**config.mk**
```make
export PLATFORM = sky130hd
export DESIGN_NAME = vga_timing_gen
export DESIGN_NICKNAME = d
export VERILOG_FILES = /design/src/rtl/vga_timing_pkg.sv /design/src/rtl/vga_axis_counter.sv /design/src/rtl/vga_timing_gen.sv
export SDC_FILE = /design/constraint.sdc
export NUM_CORES = 1
export LEC_CHECK = 0
export CAP_MARGIN = 0
export CELL_PAD_IN_SITES_DETAIL_PLACEMENT = 1
export CELL_PAD_IN_SITES_GLOBAL_PLACEMENT = 2
export CORE_MARGIN = 8
export CORE_UTILIZATION = 30
export DETAILED_ROUTE_END_ITERATION = 7
export MAX_ROUTING_LAYER = met4
export PLACE_DENSITY = 0.79
export SETUP_SLACK_MARGIN = 0.02
export SYNTH_ARGS = -nofsm -noshare
export SYNTH_HDL_FRONTEND = slang
export SYNTH_HIERARCHICAL = 1
export SYNTH_SLANG_ARGS = --single-unit
```
**constraint.sdc**
```tcl
create_clock -name ckVideo -period 3.2 [get_ports ckVideo]
set_input_delay 0.64 -clock ckVideo [delete_from_list [all_inputs] [get_ports ckVideo]]
set_output_delay 0.64 -clock ckVideo [all_outputs]
set_load 0.03 [all_outputs]
```
**src/rtl/vga_timing_pkg.sv**
```systemverilog
// Shared constants and helpers for the VGA raster timing generator.
// Defaults describe 640x480@60 (25.175 MHz pixel clock).
package vga_timing_pkg;

  localparam int unsigned DefHAct = 640;
  localparam int unsigned DefHFp  = 16;
  localparam int unsigned DefHPw  = 96;
  localparam int unsigned DefHBp  = 48;

  localparam int unsigned DefVAct = 480;
  localparam int unsigned DefVFp  = 10;
  localparam int unsigned DefVPw  = 2;
  localparam int unsigned DefVBp  = 33;

  localparam int unsigned DefCntW = 10;
  localparam int unsigned DefFrmW = 16;

  // Period of one axis: active region plus front porch, sync and back porch.
  function automatic int unsigned axis_total(input int unsigned act,
                                             input int unsigned fp,
                                             input int unsigned pw,
                                             input int unsigned bp);
    return act + fp + pw + bp;
  endfunction

endpackage

```
**src/rtl/vga_axis_counter.sv**
```systemverilog
// One raster axis: position counter with wrap flag, registered sync pulse and
// a next-state active-region decode that the parent registers.
module vga_axis_counter
  import vga_timing_pkg::*;
#(
  parameter int unsigned ACT   = DefHAct,
  parameter int unsigned FP    = DefHFp,
  parameter int unsigned PW    = DefHPw,
  parameter int unsigned BP    = DefHBp,
  parameter bit          POL   = 1'b0,
  parameter int unsigned CNT_W = DefCntW
) (
  input  logic             clk_i,
  input  logic             rst_i,
  input  logic             advance_i,
  output logic [CNT_W-1:0] count_o,
  output logic             wrap_o,
  output logic             sync_o,
  output logic             active_o
);

  localparam int unsigned      Total     = axis_total(ACT, FP, PW, BP);
  localparam logic [CNT_W-1:0] Last      = CNT_W'(Total - 1);
  localparam logic [CNT_W-1:0] SyncFirst = CNT_W'(ACT + FP);
  localparam logic [CNT_W-1:0] SyncLast  = CNT_W'(ACT + FP + PW - 1);
  localparam logic [CNT_W-1:0] ActEnd    = CNT_W'(ACT);

  logic [CNT_W-1:0] count_q, count_d;
  logic             sync_q, sync_d;

  // wrap_o is combinational: the parent needs it before the edge to advance
  // the next axis on that same edge.
  assign wrap_o = (count_q == Last);

  // Next position; sync and active are decoded from it so they line up with
  // the registered count in the same cycle.
  always_comb begin
    count_d = count_q;
    if (advance_i) begin
      count_d = wrap_o ? '0 : count_q + CNT_W'(1);
    end
    sync_d   = ((count_d >= SyncFirst) && (count_d <= SyncLast)) ? POL : ~POL;
    active_o = (count_d < ActEnd);
  end

  // Position and sync registers; reset parks on the last position so the
  // first enabled edge enters position 0.
  always_ff @(posedge clk_i) begin
    if (rst_i) begin
      count_q <= Last;
      sync_q  <= ~POL;
    end else begin
      count_q <= count_d;
      sync_q  <= sync_d;
    end
  end

  assign count_o = count_q;
  assign sync_o  = sync_q;

endmodule

```
**src/rtl/vga_timing_gen.sv**
```systemverilog
// VGA raster timing generator: pixel/line counters, sync pulses, active-video
// flag and frame/line/vblank strobes, all registered and aligned to adrHor/adrVer.
module vga_timing_gen
  import vga_timing_pkg::*;
#(
  parameter int unsigned H_ACT  = DefHAct,
  parameter int unsigned H_FP   = DefHFp,
  parameter int unsigned H_PW   = DefHPw,
  parameter int unsigned H_BP   = DefHBp,
  parameter int unsigned V_ACT  = DefVAct,
  parameter int unsigned V_FP   = DefVFp,
  parameter int unsigned V_PW   = DefVPw,
  parameter int unsigned V_BP   = DefVBp,
  parameter bit          HS_POL = 1'b0,
  parameter bit          VS_POL = 1'b0,
  parameter int unsigned CNT_W  = DefCntW,
  parameter int unsigned FRM_W  = DefFrmW
) (
  input  logic             ckVideo,
  input  logic             reset,
  input  logic             ckEn,
  output logic [CNT_W-1:0] adrHor,
  output logic [CNT_W-1:0] adrVer,
  output logic             flgActiveVideo,
  output logic             HS,
  output logic             VS,
  output logic             lineStart,
  output logic             frameStart,
  output logic             vblankStart,
  output logic [FRM_W-1:0] frameCnt
);

  localparam logic [CNT_W-1:0] VLastActive = CNT_W'(V_ACT - 1);

  logic h_wrap, v_wrap, h_active_nxt, v_active_nxt, v_advance;

  logic             active_q, active_d;
  logic             line_q, line_d;
  logic             frame_q, frame_d;
  logic             vblank_q, vblank_d;
  logic [FRM_W-1:0] frm_cnt_q, frm_cnt_d;

  assign v_advance = ckEn & h_wrap;

  vga_axis_counter #(
    .ACT   (H_ACT),
    .FP    (H_FP),
    .PW    (H_PW),
    .BP    (H_BP),
    .POL   (HS_POL),
    .CNT_W (CNT_W)
  ) u_hor (
    .clk_i     (ckVideo),
    .rst_i     (reset),
    .advance_i (ckEn),
    .count_o   (adrHor),
    .wrap_o    (h_wrap),
    .sync_o    (HS),
    .active_o  (h_active_nxt)
  );

  vga_axis_counter #(
    .ACT   (V_ACT),
    .FP    (V_FP),
    .PW    (V_PW),
    .BP    (V_BP),
    .POL   (VS_POL),
    .CNT_W (CNT_W)
  ) u_ver (
    .clk_i     (ckVideo),
    .rst_i     (reset),
    .advance_i (v_advance),
    .count_o   (adrVer),
    .wrap_o    (v_wrap),
    .sync_o    (VS),
    .active_o  (v_active_nxt)
  );

  // Strobes fire on the edge that enters the event position; with ckEn low
  // nothing is entered, so they drop after one cycle on their own.
  always_comb begin
    active_d  = h_active_nxt & v_active_nxt;
    line_d    = v_advance;
    frame_d   = v_advance & v_wrap;
    vblank_d  = v_advance & (adrVer == VLastActive);
    frm_cnt_d = frame_d ? frm_cnt_q + FRM_W'(1) : frm_cnt_q;
  end

  // Output registers for the active flag, strobes and frame counter.
  always_ff @(posedge ckVideo) begin
    if (reset) begin
      active_q  <= 1'b0;
      line_q    <= 1'b0;
      frame_q   <= 1'b0;
      vblank_q  <= 1'b0;
      frm_cnt_q <= '0;
    end else begin
      active_q  <= active_d;
      line_q    <= line_d;
      frame_q   <= frame_d;
      vblank_q  <= vblank_d;
      frm_cnt_q <= frm_cnt_d;
    end
  end

  assign flgActiveVideo = active_q;
  assign lineStart      = line_q;
  assign frameStart     = frame_q;
  assign vblankStart    = vblank_q;
  assign frameCnt       = frm_cnt_q;

endmodule

```
==> flow_summary.ini, run 1 <==
[layout]
antenna_cells = 0
area_growth_pct = 30.1
final_common_cell = clkdlybuf4s50_1
nNetsFinal = 302
final_cell_mix = clkdlybuf4s50_1 (44), dfxtp_1 (42), nor2_1 (28), nand2_1 (16), xnor2_1 (14)
drive_above_1_share_pct = 10.8
post-route-util_pct = 39.7

[setup_path]
rrSetupSlack_ns = 0.50
r2r_start = u_hor/count_o[5]
crit_chain = or3_4 -> nor3_1 -> nand2_1 -> inv_1 -> nand2_1 -> a21oi_1 -> nor2_1 -> o311ai_1 -> and2_1 -> nand2_1 -> nor2_1
r2r-end = flgActiveVideo
endpoint_kind = flip-flop
rr_worst_depth = 11
cp.required_ns = 3.42
critPathMaxFanout = 11
slowest_stage = or3_4
crit_path_frequent_cell = nand2_1
start_kind = flip-flop
critPathKind = reg -> reg
crit_arrival_ns = 2.93
max_stage_delay_ns = 0.41

[clocking]
numCtsBuffers = 5
cts_setup_buffers = 0
clock_tree.root_cell = clkbuf_8
cts.repair.resized = 0
clk_pin_slew_ns = 0.08
cts_max_level = 2
clock_latency_ns = 0.29
hold_buffers = 0
clockBufferDepth = 2
cts_tree = done
cts_sinks = 42

[min_path]
min_path_cells = 2
hp-start = frameCnt[13]
worstHoldPathType = reg -> reg
min_to = frameCnt[13]

[power]
fin_total_pwr_w = 0.00129
p_leak_nw = 1.00
powerDensity_nw_per_um2 = 454
ir_worst_vdd_uv = 173

[logic_synthesis]
synth_edf_count = 0
syn_nets = 253
yosysTopAreaCell = dfxtp_1
synth_top_area_share_pct = 38.4
ys_seq_elements = 42
syn_avg_cell_area_sq_um = 8.90
ys_warn_count = 6
synthArstFlopShare_pct = 0
synth-main-ff-cell = dfxtp_1
synth_area_sq_um = 2190
synth.area.top_cells = dfxtp_1 (38%), xnor2_1 (5.6%), nor2_1 (4.8%), xor2_1 (3.2%), nand3_1 (2.7%)
yosysSeqAreaShare_pct = 38.4
synth_cell_types = 56
syn_inst = 246

[floorplan]
start_util_pct = 30.5
core.rowCount = 31
die_x_microns = 101
core_area_sq_um = 7180
io_pins = 45
die_y_microns = 101
die_area_sq_um = 10300

[routing]
drt_drc_violations_left = 0
drtAntennaViolNets = 0
first_pass_iters = 4
routed_wl_microns = 5930
num_vias = 1982
drt_iter0_drc = 47
wl_per_cell_microns = 15.0
viasPerCell = 5.02

[grt]
grt-ovfl-total = 0
grt.total_usage_pct = 12.1
antenna_found_initial = 0
grt_pass1_vias = 1957
grt_max_degree = 19
grt_pass1_wl_microns = 9700

[sta]
rsz0062_at_grt = no
setup_tns_ns = 0
min_period_over_period_pct = 84.5
finalHoldViolCount = 0
tightest_slew_ns = 0.651
slew_violations = 0
fin_skew_ns = 0.00500
setup_viol = 0
min_period_ns = 2.70
slew_headroom_pct = 56.4
fmax_ghz = 0.370

[placed_design]
dp_hpwl_microns = 4390
portBuffers = 44
gp_congestion = 0.780

[outcome]
status = complete, no violations

[job]
maxCapViolCount = 0
[power breakdown]
part / total, W / internal (W) / leakage [nW] / switching, W
Combinational: 0.000343 / 0.000144 / 0.611 / 0.000199
Clock: 0.000353 / 0.000174 / 0.0482 / 0.000178
Sequential: 0.000597 / 0.000552 / 0.341 / 0.0000450
[layer usage]
metal / GRT usage, % / wire, microns / part of all wire, % / vias to the layer above
met5: - / 0 / 0 / -
met4: 3.78 / 75 / 1.3 / 0
met3: 2.61 / 151 / 2.5 / 4
met2: 17.9 / 2650 / 45 / 34
met1: 16.0 / 3050 / 51 / 956
li1: - / - / - / 988
[state kept, by name (all words and copies together), names as in the netlist]
name	count
frameCnt	16
frameStart	1
u_hor/sync_o	1
u_ver/count_o	10
lineStart	1
vblankStart	1
u_ver/sync_o	1
flgActiveVideo	1
u_hor/count_o	10
[synth_stat cells (all sizes together), types with 4 or more instances]
| library cell | count |
|---|---|
| xnor2 | 14 |
| nand3 | 14 |
| inv | 9 |
| and3 | 5 |
| o21ai | 5 |
| nor4 | 7 |
| a21oi | 8 |
| or3 | 6 |
| nor3 | 11 |
| nand4 | 10 |
| nor2 | 28 |
| nand2 | 17 |
| ha | 4 |
| xor2 | 8 |
| buf | 6 |
| dfxtp | 42 |
[layout make-up]
type | instances | area (sq um)
multi-input cells | 187 | 1270
clock inverters | 1 | 5.00
fillers | 852 | 4330
flip-flops and latches | 42 | 841
well taps | 99 | 124
inverters | 9 | 33.8
repair buffers | 50 | 485
clock buffers | 7 | 86.3
[cell families after synthesis]
logic type	Yosys count	share of synthesized area, %
flops	42	38.4
buf+inv	17	3.43
compound gates	34	11.0
mux	5	2.46
simple gates	122	33.6
xor+xnor	22	8.80
fa+ha+maj	4	2.29
[metrics by stage]
stage          std cells  instance area, sq um  hold slack [ns]  setup slack, ns
2_1_floorplan        246                  2190            0.618            0.528
3_3_place_gp         387                  2760            0.522            0.495
3_5_place_dp         387                  2760            0.531            0.428
4_1_cts              395                  2850            0.546            0.495
5_1_grt              395                  2850            0.603            0.203
6_report             395                  2850            0.538            0.496
[critical path, delay by kind of cell (launching register included)]
| family | cells | cell delay (ns) |
|---|---|---|
| AOI/OAI and AO/OA | 2 | 0.51 |
| buffers and inverters | 1 | 0.34 |
| DFF | 1 | 0.36 |
| and+or+nand+nor | 8 | 1.42 |
[worst max path at each step]
stage                     start        endpoint  slack, ns  cells past startpoint
2_1_floorplan  u_hor/count_o[0]  flgActiveVideo       0.53                     13
3_3_place_gp               ckEn  flgActiveVideo       0.49                     10
3_5_place_dp               ckEn  flgActiveVideo       0.43                     10
4_1_cts        u_hor/count_o[5]  flgActiveVideo       0.49                     11
5_1_grt        u_hor/count_o[0]  flgActiveVideo       0.20                     12
6_report       u_hor/count_o[5]  flgActiveVideo       0.50                     11
(Power assumes the default switching activity.)
==> run 2, diff against run 1 <==
Clock period 3.2 ns to 2.85 ns, I/O delays scaled along.
==> run 2 against run 1 <==
  * Sequential share of layout area decreased by 1.1 points
  * Die area did not move
  * Largest power group unchanged
  * Critical endpoint is now frameCnt[13]
  * Via count rose by 0.71%
  * Sequential power is 9.5% higher
  * Largest cell class unchanged
==> flow_summary.ini, run 2 (synthesis gave the netlist of run 1 again) <==
[setup_path]
endpoint_kind = flip-flop
rr_worst_depth = 7
r2r_start = u_hor/count_o[5]
critical_path.top_delay_family = simple AND/OR/NAND/NOR gates
crit_chain = or3_4 -> nor3_1 -> buf_4 -> nand4_2 -> or4_4 -> or3_1 -> a21oi_1
max_stage_delay_ns = 0.60
r2r-end = frameCnt[13]
cp.required_ns = 3.07
cp.depth = 7
slowest_stage = or4_4
rrSetupSlack_ns = 0.22
critPathKind = reg -> reg
start_kind = flip-flop
critPathMaxFanout = 8
cp_num_buf_inv = 1
cp-startpoint = u_hor/count_o[5]
crit_arrival_ns = 2.86

[sta]
fmax_ghz = 0.380
rsz0062_at_grt = no
worst_slack_ns = 0.217
tightest_slew_ns = 0.488
setup_viol = 0
slew_violations = 0
setup_tns_ns = 0
min_period_over_period_pct = 92.4
finalHoldViolCount = 0
slew_headroom_pct = 67.2
fin_skew_ns = 0.0114
min_period_ns = 2.63

[layout]
area_growth_pct = 35.0
final_common_cell = clkdlybuf4s50_1
antenna_cells = 0
largest_reg_flops = 16
nNetsFinal = 310
drive_above_1_share_pct = 13.8
final_cell_mix = clkdlybuf4s50_1 (44), dfxtp_1 (42), nor2_1 (28), nand2_1 (16)
post-route-util_pct = 41.2
fillers = 846

[power]
power.switching_w = 0.000508
p_comb_share_pct = 25.8
p_leak_nw = 1.06
ir_worst_vdd_uv = 222
clockPowerShare_pct = 34.6
p_int_w = 0.00115
p_sw_share_pct = 30.7
powerDensity_nw_per_um2 = 560
seq_power_share_pct = 39.5

[clocking]
cts_tree = done
clk_pin_slew_ns = 0.08
cts_max_level = 2
hold_buffers = 0
clock_tree.root_cell = clkbuf_8
clockBufferDepth = 2
cts_setup_buffers = 0
cts.repair.resized = 0
clock_latency_ns = 0.30
numCtsBuffers = 5
cts_sinks = 42

[min_path]
worstHoldPathType = reg -> reg
hp-start = frameCnt[13]
min_path_cells = 2
min_to = frameCnt[13]

[floorplan]
core.rowCount = 31
io_pins = 45
core_area_sq_um = 7180
die_area_sq_um = 10300
die_y_microns = 101
die_x_microns = 101
start_util_pct = 30.5

[routing]
wl_per_cell_microns = 15.6
drtAntennaViolNets = 0
viasPerCell = 4.95
drt_iter0_drc = 40
num_vias = 1996
first_pass_iters = 4
drt_drc_violations_left = 0
routed_wl_microns = 6270

[placed_design]
dp_hpwl_microns = 4620
gp_congestion = 0.803
place_ws_ns = 0.0562
portBuffers = 44

[job]
maxCapViolCount = 0

[outcome]
status = complete, no violations

[grt]
grt_max_degree = 15
top_usage_layer = met2
grt-ovfl-total = 0
grt_util_met2_pct = 20.6
met1_usage_pct = 15.6
antenna_found_initial = 0
grt_pass1_wl_microns = 10300
grt.total_usage_pct = 12.9
grt_pass1_vias = 2033
grt_use_met3_pct = 3.02
[run 2: power by group through the flow]
stage                     logic, W  registers, W  clock network (W)
final                     0.000428      0.000654           0.000573
after global routing      0.000468      0.000660           0.000611
after CTS                 0.000431      0.000655           0.000592
after detailed placement  0.000426      0.000669                  0
after global placement    0.000423      0.000667                  0
after floorplan           0.000193      0.000734                  0
[run 2: worst max-delay path by stage]
stage	endpoint	slack, ns
after floorplan	flgActiveVideo	0.18
after detailed placement	flgActiveVideo	0.06
final	frameCnt[13]	0.22
after global placement	flgActiveVideo	0.14
after CTS	flgActiveVideo	0.21
after global routing	flgActiveVideo	0.02
[run 2: metal layers]
metal / routed length (microns) / part of all wire [%]
met5: 0 / 0
met1: 3040 / 48
met2: 2910 / 46
met3: 226 / 3.6
met4: 98 / 1.6
[run 2: layout make-up]
class	count	area (sq um)	area share [%]
multi-input cells	187	1270	43.1
clock buffers	5	68.8	2.33
inverters	9	33.8	1.14
clock inverters	3	68.8	2.33
flip-flops and latches	42	841	28.5
repair buffers	58	546	18.5
well taps	99	124	4.19
[run 2: per-stage QoR]
stage	total power, W	cells	cell area (sq um)	hold WS [ns]
2_1_floorplan	0.000928	246	2190	0.618
3_3_place_gp	0.00109	395	2820	0.498
3_5_place_dp	0.00109	395	2820	0.512
4_1_cts	0.00168	403	2960	0.558
5_1_grt	0.00174	403	2960	0.592
6_report	0.00166	403	2960	0.557
[run 2: worst register-to-register path, cell delays in order, from the launching register on]
cell,delay (ns)
dfxtp_1,0.37
or3_4,0.41
nor3_1,0.27
buf_4,0.20
nand4_2,0.21
or4_4,0.60
or3_1,0.33
a21oi_1,0.17
==> run 3, diff against run 2 <==
Settings changed: MAX_ROUTING_LAYER met4 to default.
==> run 3 against run 2 <==
  * Clock skew decreased by 0.00060 ns
  * Critical path depth did not move
  * Fmax hardly changed
  * Combinational power hardly changed
  * Clock-buffer cell count unchanged
  * Routed wire length decreased by 0.22%
  * Largest cell class unchanged
==> flow_summary.ini, run 3 (synthesis gave the netlist of run 1 again) <==
[outcome]
status = complete, no violations

[power]
powerDensity_nw_per_um2 = 560
p_leak_nw = 1.06
ir_worst_vdd_uv = 221

[sta]
worst_slack_ns = 0.216
fin_skew_ns = 0.0108
rsz0062_at_grt = no
tightest_slew_ns = 0.481
min_period_over_period_pct = 92.4
fmax_ghz = 0.380
min_period_ns = 2.63
setup_viol = 0
setup_tns_ns = 0
slew_headroom_pct = 67.7
finalHoldViolCount = 0
slew_violations = 0

[placed_design]
dp_hpwl_microns = 4620
place_ws_ns = 0.0562
portBuffers = 44
gp_congestion = 0.792

[routing]
wl_per_cell_microns = 15.5
drtAntennaViolNets = 0
drt_iter0_drc = 40
viasPerCell = 4.95
routed_wl_microns = 6250
num_vias = 1994
first_pass_iters = 4
drt_drc_violations_left = 0

[setup_path]
crit_arrival_ns = 2.86
crit_chain = or3_4 -> nor3_1 -> buf_4 -> nand4_2 -> or4_4 -> or3_1 -> a21oi_1
endpoint_kind = flip-flop
cp_num_buf_inv = 1
critPathKind = reg -> reg
cp.required_ns = 3.07
slowest_stage = or4_4
critical_path.top_delay_family = simple AND/OR/NAND/NOR gates
start_kind = flip-flop
max_stage_delay_ns = 0.60
critPathMaxFanout = 8

[layout]
largest_reg_flops = 16
nNetsFinal = 310
antenna_cells = 0
area_growth_pct = 35.0
multi_input_area_sq_um = 1270
final_cell_mix = clkdlybuf4s50_1 (44), dfxtp_1 (42), nor2_1 (28), nand2_1 (16)
regArea_sq_um = 841
final_common_cell = clkdlybuf4s50_1
drive_above_1_share_pct = 13.8
fillers = 846

[grt]
grt_max_degree = 15
grt_pass1_wl_microns = 10300
met1_usage_pct = 15.6
grt_pass1_vias = 2034
grt-ovfl-total = 0
grt_use_met3_pct = 3.23
grt_util_met2_pct = 20.6
antenna_found_initial = 0
grt.total_usage_pct = 12.6
top_usage_layer = met2

[clocking]
hold_buffers = 0
cts_sinks = 42
clk_pin_slew_ns = 0.08
cts_max_level = 2
clock_latency_ns = 0.30
cts_tree = done
clock_tree.root_cell = clkbuf_8
cts_setup_buffers = 0
clockBufferDepth = 2
numCtsBuffers = 5

[floorplan]
core.rowCount = 31
die_area_sq_um = 10300
die_y_microns = 101
io_pins = 45
start_util_pct = 30.5
die_x_microns = 101
core_area_sq_um = 7180

[min_path]
worstHoldPathType = reg -> reg

[job]
maxCapViolCount = 0
[run 3: final cells by class]
class                   count  area share, %
multi-input cells         187           43.1
flip-flops and latches     42           28.5
repair buffers             58           18.5
well taps                  99           4.19
clock buffers               5           2.33
clock inverters             3           2.33
inverters                   9           1.14
[run 3: layer usage]
| metal | share of wire, % | vias up |
|---|---|---|
| met5 | 0 | - |
| met4 | 1.6 | 0 |
| met3 | 3.6 | 8 |
| met2 | 47 | 34 |
| met1 | 48 | 953 |
| li1 | - | 999 |
[run 3: path summary, 6_finish.rpt]
path,start,end,slack (ns),cells after the start
worst max-delay path,u_hor/count_o[5],frameCnt[13],0.22,7
worst min register to register,frameCnt[13],frameCnt[13],0.56,2
worst min-delay path,frameCnt[13],frameCnt[13],0.56,2
worst max register to register,u_hor/count_o[5],frameCnt[13],0.22,7
[run 3: worst register-to-register path, cell delays in order, from the launching register on]
cell and delay [ns]:
dfxtp_1 0.37, or3_4 0.41, nor3_1 0.27, buf_4 0.20, nand4_2 0.21, or4_4 0.60, or3_1 0.33, a21oi_1 0.17
[run 3: what timing repair did]
item / in CTS / in global routing
setup endpoints to repair: 0 / 2
gates resized for setup: 0 / 1
endpoints found under the hold margin: 0 / 0
[run 3: report_power, final]
| part | switching, W | internal [W] | total, W |
|---|---|---|---|
| logic | 0.000251 | 0.000176 | 0.000427 |
| registers | 0.0000344 | 0.000620 | 0.000654 |
| clock network | 0.000221 | 0.000351 | 0.000573 |
| total | 0.000507 | 0.00115 | 0.00165 |
[run 3: per-stage QoR]
step	instances	utilization, %	area, sq um	hold WS, ns	total power, W
detailed placement	395	39.3	2820	0.512	0.00109
finish	403	41.2	2960	0.556	0.00165
floorplan	246	-	2190	0.618	0.000928
CTS	403	41.2	2960	0.558	0.00168
global placement	395	39.3	2820	0.498	0.00109
global route	403	41.2	2960	0.592	0.00174
==> edit 1: new RTL, flow settings as in run 1 <==
Change the parameter `VS_POL` from 1'b0 to 1'b1.
--- a/src/rtl/vga_timing_gen.sv
+++ b/src/rtl/vga_timing_gen.sv
@@ -12,7 +12,7 @@
   parameter int unsigned V_PW   = DefVPw,
   parameter int unsigned V_BP   = DefVBp,
   parameter bit          HS_POL = 1'b0,
-  parameter bit          VS_POL = 1'b0,
+  parameter bit          VS_POL = 1'b1,
   parameter int unsigned CNT_W  = DefCntW,
   parameter int unsigned FRM_W  = DefFrmW
 ) (
Check against the original RTL: not equivalent (Yosys sat finds a counterexample within 4 cycles, from zero or initial values and one cycle with reset high).
==> edit 1 against run 1 <==
Synthesized area grew 1.7%; final cell count increased by 0.76%; fmax is 3.3% higher; via count up 0.20%; design area grew 0.26%; wire length rose by 0.57%; die area rose by 1.4%; worst setup slack gained 0.085 ns; non-clock buffer count is the same; highest routed layer unchanged; sequential cell count is the same; power is 1.1% higher.
==> edit 1: results (changes against run 1) <==
status=complete, no violations; Total Routing Usage GR=0.1205 (-0.0002425); clk_skew=0.003938 ns (-0.001067 ns); post-detailed-routing wire length=5.962 mm (+0.57%); global-route wire length before repair=9.908 mm (+2.1%); leakage power=0.0009995 uW (about the same); layout cell share with drive strength beyond 1=0.1304 (+0.02233); slowest cell on the critical path=or4_4; Min Clock Period, post-route=2.618 ns (-0.08512 ns); hold path startpoint=u_ver/count_o[9]$_SDFF_PP1_; top cells by area, synth=dfxtp_1 (38%), xnor2_1 (5.5%), nor2_1 (4.2%), xor2_1 (3.5%), nand2_1 (3.4%); routability-driven placement congestion ratio=0.7728 (-0.88%); area grow syn2layout=28.33%; data arrival at the endpoint of the critical path=2.84 ns (-0.09 ns); count of non-filler cells in the finished layout=398 (+0.76%); Hold Crit Depth=1 (-1); number of cells on the worst reg-to-reg path=7 (-4); launch point of the worst path=u_ver/count_o[7]$_SDFF_PP0_; normalized max-slew margin=0.6667 (+0.1022); peak supply drop=0.2337 mV (+35%); R2R Setup Slk=0.58 ns (+0.09 ns); number of global-route vias before repair=2068 (+5.7%); highest cell delay on the worst timing path=0.59 ns (+0.18 ns); fill cell instance count of the final layout=873 (+2.5%); Mapped Cells=251 (+2.0%); total cell area at the placement stage=2765 um^2 (+0.27%); Placed Cells incl. Taps=390 (+0.78%); pin count of the biggest net entering global routing=13 (-6); proportion of synthesized chip area in sequential cells=0.3777 (-0.006260); syn_nets=258 (+2.0%)
[edit 1: changes by cell type after synthesis, sizes merged, moves of 3 or more]
cell / change
nor2: +6
nand3b: -3
nand3: -4
nand2: +3
[edit 1: kinds of logic after synthesis]
logic type	share of synthesized area
and+or+nand+nor	0.3395
DFF	0.3777
AOI/OAI and AO/OA	0.1006
xor gates and xnor gates	0.09050
buffers and inverters	0.04497
muxes	0.02417
adders and majority gates	0.02249
[edit 1: area by class of cell]
class,count,share of cell area
inverters,8,0.01051
well taps,99,0.04336
clock buffers,7,0.03022
multi-input cells,191,0.4498
repair buffers,50,0.1700
clock inverters,1,0.001752
flip-flops and latches,42,0.2943
[edit 1: power breakdown]
group	switching [uW]	internal [uW]	leakage, uW
logic	201	145	0.000610
registers	52.2	554	0.000341
clock network	181	174	0.0000482
[edit 1: per-layer routing]
metal	GRT usage	up-vias	share of wire
li1	-	983	-
met1	0.1489	961	0.49
met2	0.1914	35	0.45
met3	0.02793	7	0.042
met4	0.03386	0	0.013
met5	-	-	0
==> edit 2: new RTL, settings of run 1 <==
Without the edit above. Make the reset (`reset` and `rst_i`) asynchronous in 2 clocked blocks. Comments in the files are not updated.
--- a/src/rtl/vga_axis_counter.sv
+++ b/src/rtl/vga_axis_counter.sv
@@ -45,7 +45,7 @@
 
   // Position and sync registers; reset parks on the last position so the
   // first enabled edge enters position 0.
-  always_ff @(posedge clk_i) begin
+  always_ff @(posedge clk_i or posedge rst_i) begin
     if (rst_i) begin
       count_q <= Last;
       sync_q  <= ~POL;
--- a/src/rtl/vga_timing_gen.sv
+++ b/src/rtl/vga_timing_gen.sv
@@ -87,7 +87,7 @@
   end
 
   // Output registers for the active flag, strobes and frame counter.
-  always_ff @(posedge ckVideo) begin
+  always_ff @(posedge ckVideo or posedge reset) begin
     if (reset) begin
       active_q  <= 1'b0;
       line_q    <= 1'b0;
Behaviour: differs if reset is asserted again (counterexample within 4 cycles, from zero or initial values and one cycle with reset high); with reset held inactive, the same outputs for 10 cycles.
==> edit 2 against run 1 <==
Wire length rose by 2.9%; critical endpoint is now flgActiveVideo$_DFF_PP0_; first-iteration DRC count fell by 13%; sequential cell count unchanged; critical path type unchanged; worst setup slack lost 0.30 ns; design area grew 7.5%; power up 15%; synthesized area is 8.5% higher.
==> edit 2: results (changes against run 1) <==
predominant post-synthesis flop cell=dfrtp_1; Total Routing Usage GR=0.1169 (-0.003860); Final nets=286 (-5.3%); maximum net fanout on the critical path=4 (-7); top cells by area, synth=dfrtp_1 (32%), dfstp_2 (13%), xor2_1 (5.5%), xnor2_1 (5.2%), nand2_1 (3.2%); Avg WL per Cell=15.97 um (+6.4%); layout cell share with drive strength beyond 1=0.1786 (+0.07046); normalized max-slew margin=0.4708 (-0.09367); Mapped Cells=233 (-5.3%); pin count of the biggest net entering global routing=21 (+2); via count=1890 (-4.6%); parity-gate share of the synthesized area counting xor and xnor cells=0.1069 (+0.01890); proportion of synthesized flip-flops having asynchronous set or reset=1.000 (+1.000); type of the worst min-delay path=register to register; share of cell area taken by muxes after synthesis=0.01790 (-0.006667); number of global-route vias before repair=1954 (-0.15%); peak supply drop=0.3890 mV (+120%); clk_skew=0.009100 ns (+0.004095 ns); syn_nets=240 (-5.1%); max reg flops=16 (unchanged); final global-route overflow total=0 (unchanged); met2 Resource Use GR=0.1805 (+0.001899); Placed Cells incl. Taps=374 (-3.4%); met3 Use GR=0.02826 (+0.002139); number of buffers between clock root and the deepest sink=2 (unchanged); post-DP HPWL=4.627 mm (+5.4%); synthesized-area fraction occupied by ao, oa, aoi and oai cells=0.07425 (-0.03604); number of synthesis warnings=6 (unchanged); global-route wire length before repair=10.47 mm (+8.0%); post-route DRC violation count=0 (unchanged); proportion of synthesized chip area in sequential cells=0.4487 (+0.06466); leakage power=0.001251 uW (+25%); number of vias per cell after detailed routing=4.948 (-1.4%); met1 Resource Use GR=0.1516 (-0.008019); initial detailed-routing violation count=41 (-13%); most frequent cells after synthesis=dfrtp_1 (30), nand2_1 (20), nor2_1 (19), xor2_1 (15); antenna cell count=0 (unchanged); Yosys cell types=54 (-3.6%); Synth Area in Adders=0.02106 (-0.001793); routability-driven placement congestion ratio=0.8246 (+5.8%); data arrival at the endpoint of the critical path=3.19 ns (+0.26 ns); initial antenna violation count=0 (unchanged); cts repair resizes=0 (unchanged); status=complete, no violations; cts bufs inserted=5 (unchanged); root cell of the clock tree=clkbuf_8; Reg clk slew, reported paths=0.09 ns
edit 2: changes by cell type in the layout (fill, tap and decap cells not counted), sizes merged, moves of 5 or more:
cell   change
dfstp     +12
xor2       +7
dfrtp     +30
nor3       -6
and3       +5
nor2       -9
dfxtp     -42
a21oi      -5
edit 2: final timing paths:
| kind | from | end | slack, ns | depth (start not counted) |
|---|---|---|---|---|
| worst max-delay path | u_hor/count_o[4]$_DFF_PP1_ | flgActiveVideo$_DFF_PP0_ | 0.20 | 11 |
| max in group asynchronous | reset | frameCnt[5]$_DFFE_PP0P_ | 1.83 | 2 |
| min in group asynchronous | reset | u_hor/count_o[5]$_DFF_PP0_ | 0.73 | 2 |
| worst min register to register | frameCnt[15]$_DFFE_PP0P_ | frameCnt[15]$_DFFE_PP0P_ | 0.48 | 1 |
| worst min-delay path | frameCnt[15]$_DFFE_PP0P_ | frameCnt[15]$_DFFE_PP0P_ | 0.48 | 1 |
| worst max register to register | u_hor/count_o[4]$_DFF_PP1_ | flgActiveVideo$_DFF_PP0_ | 0.20 | 11 |
edit 2: routing by layer:
metal,up-vias,part of all wire
met5,-,0
met1,928,0.50
li1,919,-
met4,0,0.0026
met2,41,0.46
met3,2,0.043
edit 2: cell type report:
type | instances | area [um^2]
Tap cell | 102 | 127.6
Clock inverter | 3 | 68.82
Multi-Input combinational cell | 171 | 1207
Clock buffer | 5 | 68.82
Inverter | 8 | 30.03
Sequential cell | 42 | 1066
Fill cell | 888 | 4626
Timing Repair Buffer | 51 | 493.0
edit 2: worst max-delay path: stages (launching register included):
cell	delay (ns)
dfstp_2	0.53
or3b_4	0.39
or3_4	0.37
nor2_4	0.13
nand2_2	0.11
inv_2	0.11
nand3_4	0.08
or2_4	0.26
or4b_4	0.52
a22oi_2	0.20
nor2_1	0.05
and2_1	0.14
edit 2: cell families (layout without fill, tap and decap cells):
logic type | count (synthesis) | count (layout)
XOR/XNOR | 29 | 29
adder cells (fa/ha/maj) | 4 | 4
multiplexers | 4 | 4
buffers and inverters | 20 | 67
flip-flops | 42 | 42
AND/OR/NAND/NOR | 111 | 111
AO/OA/AOI/OAI | 23 | 23
edit 2: metrics by stage:
stage | hold slack (ns) | util | cell area, um^2 | setup WS, ns
2_1_floorplan | 0.4867 | - | 2391 | 0.03201
3_3_place_gp | 0.4604 | 0.3804 | 2924 | 0.2765
3_5_place_dp | 0.4691 | 0.3804 | 2924 | 0.2106
4_1_cts | 0.4816 | 0.3983 | 3062 | 0.1874
5_1_grt | 0.5171 | 0.3983 | 3062 | 0.08639
6_report | 0.4759 | 0.3983 | 3062 | 0.1986
edit 2: power by group:
part | leakage [uW] | internal (uW) | switching (uW)
sequential | 0.000533 | 588 | 46.2
combinational | 0.000649 | 146 | 200
clock | 0.0000683 | 313 | 191
